[src/rtl/fetch_unit_pkg.sv]
// fetch_unit_pkg: next-PC select codes, fetch FSM states and NOP encoding shared with the decoder.
package fetch_unit_pkg;

    localparam logic [1:0] PC_MUX_PLUS4  = 2'd0;
    localparam logic [1:0] PC_MUX_TARGET = 2'd1;
    localparam logic [1:0] PC_MUX_ALU    = 2'd2;
    localparam logic [1:0] PC_MUX_BREAK  = 2'd3;

    localparam logic [31:0] NOP = 32'h0000_0013;

    typedef enum logic [1:0] {
        FETCH_ST_START,
        FETCH_ST_FETCH,
        FETCH_ST_VALID,
        FETCH_ST_HALT
    } fetch_state_e;

endpackage

[src/rtl/fetch_unit_pc_next_sel.sv]
// pc_next_sel: combinational next-PC mux with break and misalignment detection.
module pc_next_sel
    import fetch_unit_pkg::*;
#(
    parameter int XLEN = 32
) (
    input  logic [XLEN-1:0] pc,
    input  logic [1:0]      pc_src,
    input  logic [XLEN-1:0] imm_ext,
    input  logic [XLEN-1:0] alu_result,
    output logic [XLEN-1:0] next_pc,
    output logic            is_break,
    output logic            misaligned
);

    assign is_break   = pc_src == PC_MUX_BREAK;
    assign next_pc    = pc_src == PC_MUX_TARGET ? pc + imm_ext :
                        pc_src == PC_MUX_ALU    ? alu_result & ~XLEN'(1) :
                        is_break                ? pc : pc + XLEN'(4);
    assign misaligned = !is_break && |next_pc[1:0];

endmodule

[src/rtl/fetch_unit.sv]
// fetch_unit: PC owner and single-outstanding instruction fetch with halt/resume and misalign trap.
module fetch_unit
    import fetch_unit_pkg::*;
#(
    parameter int              XLEN     = 32,
    parameter logic [XLEN-1:0] RESET_PC = '0
) (
    input  logic            clk,
    input  logic            rst_n,
    output logic            imem_req,
    output logic [XLEN-1:0] imem_addr,
    input  logic            imem_ack,
    input  logic [31:0]     imem_rdata,
    output logic [31:0]     instr,
    output logic            instr_valid,
    input  logic            instr_ready,
    output logic [XLEN-1:0] pc,
    output logic [XLEN-1:0] pc_plus4,
    input  logic [1:0]      pc_src,
    input  logic [XLEN-1:0] imm_ext,
    input  logic [XLEN-1:0] alu_result,
    input  logic            dbg_resume,
    output logic            halted,
    output logic            misalign
);

    fetch_state_e    state;
    logic [XLEN-1:0] next_pc;
    logic            is_break;
    logic            misaligned;

    assign imem_addr = pc;
    assign pc_plus4  = pc + XLEN'(4);

    pc_next_sel #(.XLEN(XLEN)) u_pc_next_sel (
        .pc         (pc),
        .pc_src     (pc_src),
        .imm_ext    (imm_ext),
        .alu_result (alu_result),
        .next_pc    (next_pc),
        .is_break   (is_break),
        .misaligned (misaligned)
    );

    // Outputs are registered alongside the state so they change only on state transitions.
    always_ff @(posedge clk or negedge rst_n) begin
        if (!rst_n) begin
            state       <= FETCH_ST_START;
            pc          <= RESET_PC;
            instr       <= NOP;
            instr_valid <= 1'b0;
            imem_req    <= 1'b0;
            halted      <= 1'b0;
            misalign    <= 1'b0;
        end else begin
            case (state)
                FETCH_ST_START: begin
                    state    <= FETCH_ST_FETCH;
                    imem_req <= 1'b1;
                end
                FETCH_ST_FETCH: if (imem_ack) begin
                    instr       <= imem_rdata;
                    imem_req    <= 1'b0;
                    instr_valid <= 1'b1;
                    state       <= FETCH_ST_VALID;
                end
                FETCH_ST_VALID: if (instr_ready) begin
                    instr_valid <= 1'b0;
                    if (is_break || misaligned) begin
                        halted   <= 1'b1;
                        misalign <= misaligned;
                        state    <= FETCH_ST_HALT;
                    end else begin
                        pc       <= next_pc;
                        imem_req <= 1'b1;
                        state    <= FETCH_ST_FETCH;
                    end
                end
                FETCH_ST_HALT: if (dbg_resume) begin
                    pc       <= pc_plus4;
                    misalign <= 1'b0;
                    halted   <= 1'b0;
                    imem_req <= 1'b1;
                    state    <= FETCH_ST_FETCH;
                end
                default: state <= FETCH_ST_START;
            endcase
        end
    end

endmodule

[config.mk]
export PLATFORM = sky130hd
export DESIGN_NAME = fetch_unit
export DESIGN_NICKNAME = d
export VERILOG_FILES = /design/src/rtl/fetch_unit_pkg.sv /design/src/rtl/fetch_unit_pc_next_sel.sv /design/src/rtl/fetch_unit.sv
export SDC_FILE = /design/constraint.sdc
export NUM_CORES = 1
export LEC_CHECK = 0
export BUFFER_PORTS_ARGS = -buffer_cell sky130_fd_sc_hd__buf_2
export CAP_MARGIN = 20
export CORE_UTILIZATION = 49
export CTS_BUF_LIST = sky130_fd_sc_hd__clkbuf_2
export DETAILED_ROUTE_END_ITERATION = 10
export PLACE_DENSITY = 0.9
export REMOVE_ABC_BUFFERS = 1
export SYNTH_ARGS = -nofsm -noshare
export SYNTH_HDL_FRONTEND = slang
export SYNTH_SLANG_ARGS = --single-unit
[constraint.sdc]
create_clock -name clk -period 6.34 [get_ports clk]
set_input_delay 0.317 -clock clk [delete_from_list [all_inputs] [get_ports clk]]
set_output_delay 0.317 -clock clk [all_outputs]
set_load 0.05 [all_outputs]
==> results.cfg <==
[critical_path]
crit_path_end_kind = output pin
crit_path_start_kind = flop
startpoint = imem_addr[4]$_DFFE_PN0P_
reg2reg_from = imem_addr[0]$_DFFE_PN0P_
critPathRequiredTime_ns = 6.02
cp_slowest_cell = dfrtp_1
timing.rr.end = imem_addr[30]$_DFFE_PN0P_
path_cells = and3_1 -> nand3_1 -> nor2_1 -> nand2_1 -> nor2_1 -> nand3_1 -> xnor2_1 -> buf_2
cp_max_fo = 10
reg2reg_slack_ns = 2.74
cp_slowest_stage_delay_ns = 0.57
arrival_ns = 3.52
crit_type = reg2out
reg2regPathDepth = 11

[floorplanning]
die_h_um = 112
die_area_um2 = 12600
core-area_um2 = 11700
io_pins = 235
initial_core_util_pct = 51.2
floorplan.rows = 39
chipWidth_um = 112

[synth]
syn-instance-count = 700
synth-edff-count = 0
ys_seq_area_share_pct = 29.4
synth-adder-area-share_pct = 8.71
synth-compound-area-share_pct = 23.4
muxShareOfSynthArea_pct = 7.62
avgSynthCellArea_um2 = 8.54
synth_top_family_by_area = compound AO/OA/AOI/OAI gates
yosysWarnings = 0
synth-async-reset-ratio_pct = 100
yosysUniqueCellTypes = 59
syn_area_um2 = 5980
synthSimpleGateAreaFrac_pct = 15.2
synthFlopType = dfrtp_1
synthXorXnorAreaFrac_pct = 8.06
ys_ff_latch = 70

[clock_tree]
numCtsBuffers = 9
cts_root_buffer = clkbuf_2
clock_latency_ns = 0.53
cts-htree-levels = 3
clock_path_buffers = 2
postCtsHoldBufs = 5
cts.sinks = 70
post_cts_buffers = 0
cts-resized-gates = 0
clk_pin_slew_ns = 0.23
tritoncts = done

[place]
postPlaceCellArea_um2 = 7020
hpwl_mm = 13.6
dpl_worst_slack_ns = 2.84
portBuffers = 233
dp.cells = 1018
gp_congestion = 0.920

[global_routing]
grt_pass1_vias = 5769
grt_max_degree = 71
antenna_found_initial = 1
grt_pass1_wl_mm = 28.7
grtUsageTotal_pct = 28.8
overflow = 0

[finish]
drive_above_1_share_pct = 32.8
fillers = 1008
layout_commonest_cell = buf_2
utilization_pct = 63.3
seqCellArea_um2 = 1760
final_cells = 1062
final_cell_mix = 233 x buf_2, 67 x dfrtp_1, 62 x a21oi_1
syn_to_final_growth_pct = 23.5
finalInstanceArea_um2 = 7380
final_nets = 1057
multi_input_area_um2 = 3770

[power]
p_sw_uw = 2820
power_frac_seq_pct = 20.8
swShare_pct = 62.6
power.share.combinational_pct = 74.2
ir_worst_vdd_v = 0.000319
intPower_uw = 1680
cellLeakagePower_uw = 0.00365
p_per_area_nw_per_um2 = 609
pwr-share-clk_pct = 5.0

[timing]
finalHoldViolCount = 0
skew_ns = 0.0353
min_period_ns = 3.83
fin_tns_setup_ns = 0
fmax_mhz = 261
fin_ws_ns = 2.51
slew_headroom_pct = 39.2
setup_violations = 0
period_share_pct = 60.5
drv_slew = 0
rsz0062_at_grt = false
tightest_slew_ns = 0.912

[worst_hold_path]
min_path_cells = 2
worstHoldPathType = in2reg
min_from = imem_rdata[15]
min_to = instr[15]$_DFFE_PN0P_

[routing]
drc = 0
ant_nets = 0
routed_wl_mm = 19.1
drt_iter0_drc = 541
drt-pass1-iter-count = 5
wl_per_cell_um = 18.0
viasPerCell = 5.95
num_vias = 6321

[flow_run]
cap_violations = 0

[outcome]
run_status = finished clean
==> worst max-delay path by stage <==
stage / to / depth (start not counted)
CTS: pc_plus4[31] / 8
floorplan: imem_addr[30]$_DFFE_PN0P_ / 9
finish: pc_plus4[31] / 8
global placement: imem_addr[30]$_DFFE_PN0P_ / 11
global route: pc_plus4[31] / 8
detailed placement: imem_addr[30]$_DFFE_PN0P_ / 11
==> sequential cells by signal, summed over array words and instances, names as in the netlist <==
name / count
state: 2
instr: 32
imem_addr: 32
imem_req: 1
misalign: 1
halted: 1
instr_valid: 1
==> logic make-up after synthesis <==
kind of cell               count (synthesis)
AOI/OAI and AO/OA                        212
muxes                                     41
xor gates and xnor gates                  55
DFF                                       70
adders and majority gates                 41
buffers and inverters                     86
and+or+nand+nor                          195
==> metal layers <==
| metal | global-route usage (%) | share of wire, % | vias up |
|---|---|---|---|
| met5 | 0 | 0 | - |
| met1 | 35.9 | 41 | 2944 |
| met2 | 49.4 | 47 | 382 |
| li1 | - | - | 2954 |
| met4 | 12.5 | 3.0 | 0 |
| met3 | 4.64 | 8.9 | 41 |
==> cell usage after synthesis (all sizes together), types with 13 or more instances <==
| cell | number | area share, % |
|---|---|---|
| a21o | 21 | 2.6 |
| a21oi | 62 | 5.2 |
| and3 | 13 | 1.4 |
| buf | 44 | 5.0 |
| clkbuf | 22 | 1.4 |
| dfrtp | 67 | 28 |
| ha | 40 | 8.4 |
| inv | 20 | 1.3 |
| mux2 | 36 | 6.8 |
| nand2 | 55 | 3.5 |
| nand3 | 25 | 2.1 |
| nor2 | 58 | 3.6 |
| o21ai | 42 | 3.5 |
| o22ai | 14 | 1.5 |
| xnor2 | 35 | 5.1 |
| xor2 | 20 | 2.9 |
==> area by class of cell <==
class	count	area share, %
Multi-Input combinational cell	544	51.0
Clock buffer	12	0.814
Inverter	20	1.02
Antenna cell	1	0.0339
Tap cell	143	2.42
Sequential cell	70	23.8
Timing Repair Buffer	268	20.5
Clock inverter	4	0.339
==> worst max-delay path: cells and delay by family (launching register included) <==
family | cells | cell delay [ns]
and+or+nand+nor | 6 | 1.95
DFF | 1 | 0.57
buffers and inverters | 1 | 0.28
xor gates and xnor gates | 1 | 0.18
==> power by group through the flow <==
stage          sequential, uW  combinational (uW)  clock, uW
2_1_floorplan            1940                1520          0
3_3_place_gp              921                3250          0
3_5_place_dp              936                3290          0
4_1_cts                   924                3310        228
5_1_grt                   971                3520        253
6_report                  936                3330        224
==> through the flow <==
step                power (uW)  hold slack [ns]
finish                    4500           0.0506
global route              4750          0.00620
CTS                       4460          0.00312
detailed placement        4230            0.488
global placement          4170            0.481
floorplan                 3470           0.0214
Power figures use the tool's default switching activity.
